[src/rtl/lenet_start_ctrl.sv]
// rtl/lenet_start_ctrl.sv - push-button launch controller for the LeNet inference core
//
// Synchronizes and debounces a raw start button, launches the core with a
// one-cycle start pulse and a latched image select, waits for the core's
// finish edge and holds the captured result until the next press.
//
// Optional feature: define LENET_TIMEOUT_EN to add a RUN-state watchdog that
// ends a run after TIMEOUT_CYCLES cycles with timeout=1 and a 4'hF/2'b11
// result. Without it the core is waited on indefinitely and timeout is 0.
//
// Ports:
//   sys_clk       in   single clock
//   sys_rst_n     in   asynchronous active-low reset
//   btn_start     in   raw bouncing push-button
//   sw_graph[4:0] in   raw image-select switches
//   lenet_finish  in   inference-done level from the core
//   max_index[3:0] in  classified digit from the core
//   right[1:0]    in   correctness code from the core
//   start         out  one-cycle launch pulse
//   graph[4:0]    out  image select, held from launch to next launch
//   busy          out  high in LAUNCH and RUN
//   result_valid  out  high in DONE
//   result_index[3:0] out captured digit (4'hF on timeout)
//   result_right[1:0] out captured code (2'b11 on timeout)
//   timeout       out  high in DONE when the watchdog ended the run

module lenet_start_ctrl #(
   parameter logic [19:0] DEBOUNCE_CYCLES = 20'd1000000,
   parameter logic [31:0] TIMEOUT_CYCLES  = 32'd50000000
) (
   input  logic       sys_clk,
   input  logic       sys_rst_n,
   input  logic       btn_start,
   input  logic [4:0] sw_graph,
   input  logic       lenet_finish,
   input  logic [3:0] max_index,
   input  logic [1:0] right,
   output logic       start,
   output logic [4:0] graph,
   output logic       busy,
   output logic       result_valid,
   output logic [3:0] result_index,
   output logic [1:0] result_right,
   output logic       timeout
);

   typedef enum logic [1:0] {IDLE, LAUNCH, RUN, DONE} state_t;

   state_t      state;
   logic        btn_meta, btn_sync;
   logic [4:0]  sw_meta, sw_sync;
   logic        fin_meta, fin_sync, fin_prev;
   logic        db_level, db_prev;
   logic [19:0] db_cnt;
   logic        press;
   logic        fin_rise;

`ifdef LENET_TIMEOUT_EN
   logic [31:0] run_cnt;
   logic        timeout_r;
   assign timeout = timeout_r;
`else
   logic        unused_timeout_param;
   assign unused_timeout_param = ^TIMEOUT_CYCLES;
   assign timeout = 1'b0;
`endif

   // Two-flop synchronizers; fin_prev gives edge detection so a finish level
   // left high from a previous run never counts as a new completion.
   always_ff @(posedge sys_clk or negedge sys_rst_n) begin
      if (!sys_rst_n) begin
         btn_meta <= 1'b0;
         btn_sync <= 1'b0;
         sw_meta  <= 5'd0;
         sw_sync  <= 5'd0;
         fin_meta <= 1'b0;
         fin_sync <= 1'b0;
         fin_prev <= 1'b0;
      end else begin
         btn_meta <= btn_start;
         btn_sync <= btn_meta;
         sw_meta  <= sw_graph;
         sw_sync  <= sw_meta;
         fin_meta <= lenet_finish;
         fin_sync <= fin_meta;
         fin_prev <= fin_sync;
      end
   end

   // Debounce: the level follows the button only after DEBOUNCE_CYCLES
   // consecutive mismatching cycles; any agreeing cycle restarts the count.
   always_ff @(posedge sys_clk or negedge sys_rst_n) begin
      if (!sys_rst_n) begin
         db_level <= 1'b0;
         db_prev  <= 1'b0;
         db_cnt   <= 20'd0;
      end else begin
         db_prev <= db_level;
         if (btn_sync != db_level) begin
            if (db_cnt == DEBOUNCE_CYCLES - 20'd1) begin
               db_level <= btn_sync;
               db_cnt   <= 20'd0;
            end else begin
               db_cnt <= db_cnt + 20'd1;
            end
         end else begin
            db_cnt <= 20'd0;
         end
      end
   end

   assign press    = db_level & ~db_prev;
   assign fin_rise = fin_sync & ~fin_prev;

   always_ff @(posedge sys_clk or negedge sys_rst_n) begin
      if (!sys_rst_n) begin
         state        <= IDLE;
         start        <= 1'b0;
         graph        <= 5'd0;
         busy         <= 1'b0;
         result_valid <= 1'b0;
         result_index <= 4'd0;
         result_right <= 2'd0;
`ifdef LENET_TIMEOUT_EN
         run_cnt      <= 32'd0;
         timeout_r    <= 1'b0;
`endif
      end else begin
         case (state)
            IDLE, DONE: begin
               if (press) begin
                  state        <= LAUNCH;
                  start        <= 1'b1;
                  busy         <= 1'b1;
                  graph        <= sw_sync;
                  result_valid <= 1'b0;
`ifdef LENET_TIMEOUT_EN
                  timeout_r    <= 1'b0;
`endif
               end
            end
            LAUNCH: begin
               state <= RUN;
               start <= 1'b0;
`ifdef LENET_TIMEOUT_EN
               run_cnt <= 32'd0;
`endif
            end
            RUN: begin
               // A finish edge takes priority over both a press (ignored in
               // RUN anyway) and a coincident watchdog expiry.
               if (fin_rise) begin
                  state        <= DONE;
                  busy         <= 1'b0;
                  result_valid <= 1'b1;
                  result_index <= max_index;
                  result_right <= right;
               end
`ifdef LENET_TIMEOUT_EN
               else if (run_cnt == TIMEOUT_CYCLES - 32'd1) begin
                  state        <= DONE;
                  busy         <= 1'b0;
                  result_valid <= 1'b1;
                  result_index <= 4'hF;
                  result_right <= 2'b11;
                  timeout_r    <= 1'b1;
               end else begin
                  run_cnt <= run_cnt + 32'd1;
               end
`endif
            end
            default: begin
               state <= IDLE;
               start <= 1'b0;
               busy  <= 1'b0;
            end
         endcase
      end
   end

endmodule

[config.mk]
export PLATFORM = sky130hd
export DESIGN_NAME = lenet_start_ctrl
export DESIGN_NICKNAME = d
export VERILOG_FILES = /design/src/rtl/lenet_start_ctrl.sv
export SDC_FILE = /design/constraint.sdc
export NUM_CORES = 1
export LEC_CHECK = 0
export CAP_MARGIN = 20
export CORE_MARGIN = 8
export CORE_UTILIZATION = 50
export DETAILED_ROUTE_END_ITERATION = 7
export GPL_TIMING_DRIVEN = 0
export PLACE_DENSITY = 0.74
export RECOVER_POWER = 100
export SYNTH_ARGS = -nofsm -noshare
export SYNTH_HDL_FRONTEND = slang
export SYNTH_SLANG_ARGS = --single-unit
[constraint.sdc]
create_clock -name sys_clk -period 1.95 [get_ports sys_clk]
set_input_delay 0.39 -clock sys_clk [delete_from_list [all_inputs] [get_ports sys_clk]]
set_output_delay 0.39 -clock sys_clk [all_outputs]
set_load 0.005 [all_outputs]
# Word-level counts from Yosys, hierarchy flattened
# Index checks and enable logic that the tools add are counted.
# totals
regBits	53
inputBits	15
output_inout_bits	15
elab_cells	51
# op_classes
addsub	1
n_eq_ne	7
n_mux	12
n_bitwise	4
reduce_logical	10
# op_table
cell	count
20-bit two-way mux	2
20-bit by 1-bit adder with 20-bit output, second input constant	1
20-bit equality test, second input constant	1
2-bit AND reduction	5
1-bit one-hot mux with 2 select lines	3
2-bit one-hot mux with 3 select lines	1
2-bit equality test, second input constant	2
1-bit two-way mux	4
2-bit two-way mux	2
2-bit != test, second input constant	2
2-bit nonzero test	2
3-bit AND reduction	1
1-bit bitwise AND	2
2-bit by 1-bit equality test with 1-bit output, second input constant	1
2-bit logical NOT	1
1-bit inverter	2
2-bit OR reduction	1
1-bit != test	1

# Logic depth before layout (Yosys ltp)
# Gate-level depths: netlist (run 1).
# depth
word_depth	4
depth_mapped	6
ltp_nobuf	5

# Worst setup path after synthesis (run 1)
# OpenSTA, ideal clock, no wires.
# synth_path
path_kind	reg-to-reg
from	reg db_cnt[0]
to	reg db_cnt[18]
setup_ns	0.119
t_arrival_ns	1.533
required_time_ns	1.831
slack_ns	0.298
stages_incl_launch_ff	6
path_buffers	0
synth_period_minus_slack_ns	1.652
path_cell_list	dfrtp_1 > ha_1 > nand2_1 > or4_4 > o21a_1 > o21ba_1
# synth_via
elab_chain_len	3
word_cells_on_any_way	4
classes_between	add/sub (1); eq/ne (1); mux (2)
# synth_lines
element	line_no	source
start: declaration	54	logic [19:0] db_cnt;
start signal: assignment	104	db_cnt <= db_cnt + 20'd1;
20-bit by 1-bit adder with 20-bit output or 20-bit equality test (tied branches)	104, 100	
20-bit two-way mux *	100	if (db_cnt == DEBOUNCE_CYCLES - 20'd1) begin
20-bit two-way mux *	99	if (btn_sync != db_level) begin
# Mark *: on every way between the ends. The rest lies on a longest branch, timed or not.
# A chain may end at the register's enable or synchronous reset.

# Worst setup path after layout (run 1)
# Ends and elaborated chain as after synthesis.

==> results of run 1 <==
==> flip-flops by register name, indices dropped and copies added (netlist names) <==
name and flops:
btn_meta 1, state 2, db_cnt 20, db_level 1
busy 1, sw_sync 5, graph 5, result_index 4
start 1, fin_meta 1, fin_sync 1, db_prev 1
fin_prev 1, result_right 2, btn_sync 1, sw_meta 5
result_valid 1
==> stage by stage <==
| stage | power (uW) | area (sq um) | hold WS [ns] | util | cells |
|---|---|---|---|---|---|
| detailed placement | 1256 | 2537 | 0.3371 | 0.5951 | 261 |
| CTS | 1901 | 2633 | 0.003303 | 0.6174 | 269 |
| global placement | 1247 | 2522 | 0.3323 | 0.5915 | 260 |
| global route | 1949 | 2619 | 0.2677 | 0.6141 | 269 |
| floorplan | 1182 | 2177 | 0.09441 | - | 180 |
| finish | 1868 | 2619 | 0.2056 | 0.6141 | 269 |
==> metal layers <==
metal / share of wire / vias to the layer above / global-route usage
met3: 0.071 / 6 / 0.04158
met1: 0.42 / 706 / 0.1488
met5: 0 / - / 0
li1: - / 692 / -
met2: 0.50 / 40 / 0.2257
met4: 0.011 / 0 / 0.05088
==> cell families (layout without fill, tap and decap cells) <==
logic type | after synthesis | after routing | share of synthesized area
mux | 13 | 13 | 0.06667
compound gates | 21 | 21 | 0.06207
xor+xnor | 13 | 13 | 0.05230
other cells | 1 | 1 | 0.001722
buf+inv | 12 | 49 | 0.02414
flops | 53 | 53 | 0.6092
simple gates | 63 | 63 | 0.1609
fa+ha+maj | 4 | 4 | 0.02299
==> power groups by stage <==
stage	Clock (uW)	Sequential, uW	Combinational [uW]
final	646	1140	85.8
after floorplan	0	1160	24.5
after global routing	711	1140	97.7
after CTS	667	1140	97.5
after detailed placement	0	1160	96.8
after global placement	0	1160	89.8
==> synthesized netlist by cell type, types with 4 or more instances <==
library cell  count  area, sq um
nand3b_1          5        37.54
ha_1              4        50.05
o21ai_0           7        35.03
nor3_1            5        25.02
mux2_2           12        135.1
nand3_1           5        25.02
a21oi_1           5        25.02
nor2_1           17        63.81
nand2_1           7        26.28
nand4_1           4        25.02
nor4_1            5        31.28
dfrtp_1          53         1326
inv_1             7        26.28
xnor2_1          10        87.58
==> area by class of cell <==
type,instances,area [sq um],share of cell area
well taps,52,65.06,0.02484
clock inverters,3,26.28,0.01003
clock buffers,5,68.82,0.02628
repair buffers,29,279.0,0.1065
flip-flops and latches,53,1326,0.5064
multi-input cells,115,798.3,0.3048
inverters,7,26.28,0.01003
plain buffers,5,28.78,0.01099
==> critical path, delay by kind of cell (launching register included) <==
kind / cells / cell delay (ns)
flops: 1 / 0.38
fa+ha+maj: 1 / 0.21
compound gates: 2 / 0.38
simple gates: 2 / 0.71
==> repair_timing <==
action / 4_1_cts / 5_1_grt
setup endpoints to repair: 0 / 1
hold buffers: 0 / 0
gates resized for setup: 0 / 2
==> final timing paths <==
check,to,depth (start not counted),from
max,db_cnt[18],5,db_cnt[0]
min,sw_meta[1],1,sys_rst_n
max reg2reg,db_cnt[18],5,db_cnt[0]
min reg2reg,sw_sync[2],0,sw_meta[2]
max in group asynchronous,start,2,sys_rst_n
min in group sys_clk,sw_sync[2],0,sw_meta[2]
==> out/qor.yml, run 1 <==
run_status: "completed"
synthesis.area_sq_um: 2177
async_flop_share: 1.000
diodes: 0
regToRegSetupSlack_ns: 0.16
holdCritPathClass: "input pin to async pin"
fin_crit_ns: 1.788
cts_buffer_depth: 2
vias: 1444
yosysSeqAreaShare: 0.6092
ios: 30
first_pass_iters: 4
grt_first_pass_wirelength_mm: 6.886
ys_ff_latch: 53
drive_above_1_share: 0.1336
critPathArrivalTime_ns: 1.99
synth_nets: 199
routed_wl_mm: 3.959
power_frac_seq: 0.608
worst_slack_ns: 0.1615
slowest_delay_ns: 0.58
die_y_um: 81.99
drv_cap: 0
cp-end-kind: "flip-flop"
finalCritPeriodShare: 0.9172
post_cts_buffers: 0
swShare: 0.2314
ys.warnings.count: 0
p_int_uw: 1436
maxSlewViolCount: 0
drcViolationCount: 0
p_per_area_nw_per_um2: 713.2
area_growth_pct: 20.29
synthFlopType: "dfrtp_1"
drt_iter0_markers: 68
insertion_delay_ns: 0.31
drtAntennaViolNets: 0
cp.required_ns: 2.16
nets: 235
drt-vias-per-instance: 5.368
power_frac_clock: 0.346
numCtsBuffers: 5
netlist_instances: 180
gp_congestion: 0.7705
crit_type: "flip-flop to flip-flop"
core_sq_um: 4264
dpl.hpwl_mm: 2.924
fin_skew_ns: 0.009224
synth_edf_count: 0
crit_chain: "ha_1 -> nand2_1 -> or4_4 -> o21a_1 -> o21ba_1"
relSlewSlack: 0.3466
grt_max_degree: 36
cts.sinks: 53
die_area_sq_um: 6722
tightest_slew_ns: 0.9801
grt_overflow_total: 0
vdd_drop_max_mv: 0.5990
grt_pass1_vias: 1521
cts_tree: "built"
cp_max_fo: 5
layout_commonest_cell: "dfrtp_1"
initial_core_util: 0.5106
htree_levels: 2
comb_power_share: 0.046
io_buffers: 28
finalSetupTns_ns: 0
syn_area_per_cell_sq_um: 12.09
ctsRootBufferMaster: "clkbuf_8"
setup_violations: 0
p_leak_uw: 0.001148
dpl_worst_slack_ns: 0.1087
p_sw_uw: 432.2
antenna_found_initial: 0
startpoint_type: "flip-flop"
wl_per_cell_um: 14.72
nFillCells: 352
grt_usage: 0.1315
placementRows: 24
crit_slowest_cell: "or4_4"
yosys.cell_types.count: 37
max_freq_mhz: 559.1
final_cell_mix: "dfrtp_1, dlygate4sd3_1, nor2_1"
hold_viol_final: 0
rsz0062_at_grt: "false"
path_clk_slew_ns: 0.10
fp.dieW_um: 81.99
(Power assumes the default switching activity.)
==> run 2, diff against run 1 <==
- CORE_ASPECT_RATIO: unset -> 2
- CORE_MARGIN: 8 -> 2
==> run 2 against run 1 <==
Clock-buffer cell count grew 1. Clock power grew 13%. Final cell count grew 0.74%. Sequential share of layout area shrank 0.76 points. First-iteration DRC count shrank 46%. Hold slack gained 0.14 ns. Design area grew 1.5%. Sequential power is essentially flat. Global-route usage grew 4.1 points. Clock skew grew 0.00061 ns. Die area shrank 27%. Sequential cell count is the same.
==> out/qor.yml, run 2 (same netlist as run 1, synthesis figures left out) <==
run_status: "completed"
tightest_slew_ns: 1.323  # +0.3432 ns
path_clk_slew_ns: 0.09  # about the same
busiest_layer: "met2"
relSlewSlack: 0.1178  # -0.2288
drt_iter0_markers: 37  # -46%
reg2reg_from: "db_cnt[0]"
die_y_um: 97.32  # +19%
dp.cells: 263  # +0.77%
vdd_drop_max_mv: 0.5956  # -0.57%
cp.required_ns: 2.15  # about the same
drt-vias-per-instance: 5.480  # +2.1%
worst_hold_slack_ns: 0.3448  # +0.1391 ns
drtAntennaViolNets: 0  # unchanged
drcViolationCount: 0  # unchanged
cp_max_fo: 5  # unchanged
fp.dieW_um: 50.66  # -38%
post_cts_buffers: 0  # unchanged
multi_input_area_sq_um: 804.5  # +0.78%
antenna_found_initial: 0  # unchanged
grt_max_degree: 30  # -17%
critPathArrivalTime_ns: 1.98  # about the same
p_leak_uw: 0.001159  # +0.99%
vias: 1485  # +2.8%
dpl.hpwl_mm: 2.608  # -11%
finalCritPeriodShare: 0.9120  # -0.005150
core_sq_um: 4254  # -0.23%
numCtsBuffers: 5  # unchanged
layout_commonest_cell: "dfrtp_1"
drive_above_1_share: 0.1336  # unchanged
die_area_sq_um: 4930  # -27%
grtUsageMet2: 0.2814  # +0.05565
final_cells: 271  # +0.74%
final_cell_area_sq_um: 2659  # +1.5%
diodes: 0  # unchanged
cp-end-kind: "flip-flop"
use_met3: 0.03231  # -0.009268
placementRows: 34  # +42%
io_buffers: 28  # unchanged
nets: 235  # unchanged
regMostFlops: "db_cnt"
seq_area_sq_um: 1326  # unchanged
routed_wl_mm: 3.705  # -6.4%
grt_pass1_vias: 1455  # -4.3%
maxSlewViolCount: 0  # unchanged
grt_first_pass_wirelength_mm: 6.499  # -5.6%
p_per_area_nw_per_um2: 735.5  # +3.1%
rsz0062_at_grt: "false"
hold_viol_final: 0  # unchanged
initial_core_util: 0.5118  # +0.001201
insertion_delay_ns: 0.30  # about the same
cp-startpoint: "db_cnt[0]"
startpoint_type: "flip-flop"
power.total_uw: 1956  # +4.7%
nFillCells: 344  # -2.3%
ios: 30  # unchanged
use_met1: 0.2106  # +0.06173
place_area_sq_um: 2540  # about the same
htree_levels: 2  # unchanged
crit_type: "flip-flop to flip-flop"
fin_util: 0.6250  # +0.01086
grt_usage: 0.1728  # +0.04136
drv_cap: 0  # unchanged
area_growth_pct: 22.13
gp_congestion: 0.8521  # +11%
cts_tree: "built"
cts_buffer_depth: 2  # unchanged
holdCritPathClass: "flip-flop to flip-flop"
fin_skew_ns: 0.009834  # +0.0006093 ns
ctsRootBufferMaster: "clkbuf_8"
wl_per_cell_um: 13.67  # -7.1%
final_cell_mix: "dfrtp_1, dlygate4sd3_1, nor2_1"
max_freq_mhz: 562.3  # +0.56%
fin_crit_ns: 1.778  # -0.01004 ns
grt_overflow_total: 0  # unchanged
hold_start: "sw_meta[2]"
first_pass_iters: 4  # unchanged
cts.sinks: 53  # unchanged
largest_reg_flops: 20  # unchanged
setup_violations: 0  # unchanged
==> run 2: cell count changes in the layout (fill, tap and decap cells not counted) <==
cell,delta
buf_2,-1
inv_6,-3
buf_12,+1
bufinv_16,+1
nor4_1,-1
nor4_2,+1
clkbuf_1,+1
clkinv_4,+1
==> run 2: per-stage QoR <==
stage / TNS [ns] / worst slack, ns
final: 0 / 0.1716
after global routing: 0 / 0.02512
after CTS: 0 / 0.1282
after detailed placement: 0 / 0.1419
after global placement: -53.21 / -1.006
after floorplan: 0 / 0.2981
==> run 2: path summary, 6_finish.rpt <==
check	end	slack, ns	cells after the start
max reg2reg	db_cnt[18]	0.17	5
min in group asynchronous	state[0]	0.36	1
min	sw_sync[2]	0.34	0
min reg2reg	sw_sync[2]	0.34	0
max in group asynchronous	db_cnt[10]	0.81	2
max	db_cnt[18]	0.17	5
==> run 2: layout make-up <==
class,count,area share
tap,54,0.02541
multi-input combinational,115,0.3026
inverter,7,0.009882
buffer,5,0.01082
clock buffer,6,0.02729
timing repair buffer,29,0.1106
clock inverter,2,0.01459
sequential,53,0.4988
==> run 2: power by group <==
group          total, uW  switching, uW  leakage (uW)  internal, uW
Clock                731            346     0.0000554           385
Sequential          1140           10.7      0.000689          1120
Combinational       88.8           42.0      0.000415          46.8
==> run 2: timing repair <==
item	CTS	global route
hold buffers	0	0
resized for setup	0	3
endpoints found under the setup margin	0	2
==> run 2: per-layer routing <==
metal / part of all wire / wire length, um / vias up
met1: 0.42 / 1556 / 740
met3: 0.039 / 146 / 9
met4: 0.032 / 119 / 0
li1: - / - / 696
met5: 0 / 0 / -
met2: 0.51 / 1882 / 40
==> run 2: critical path: stages (launching register included) <==
cell and delay [ns]:
dfrtp_1 0.38, ha_1 0.21, nand2_1 0.14, or4_4 0.58, o21a_1 0.20, o21ba_1 0.17
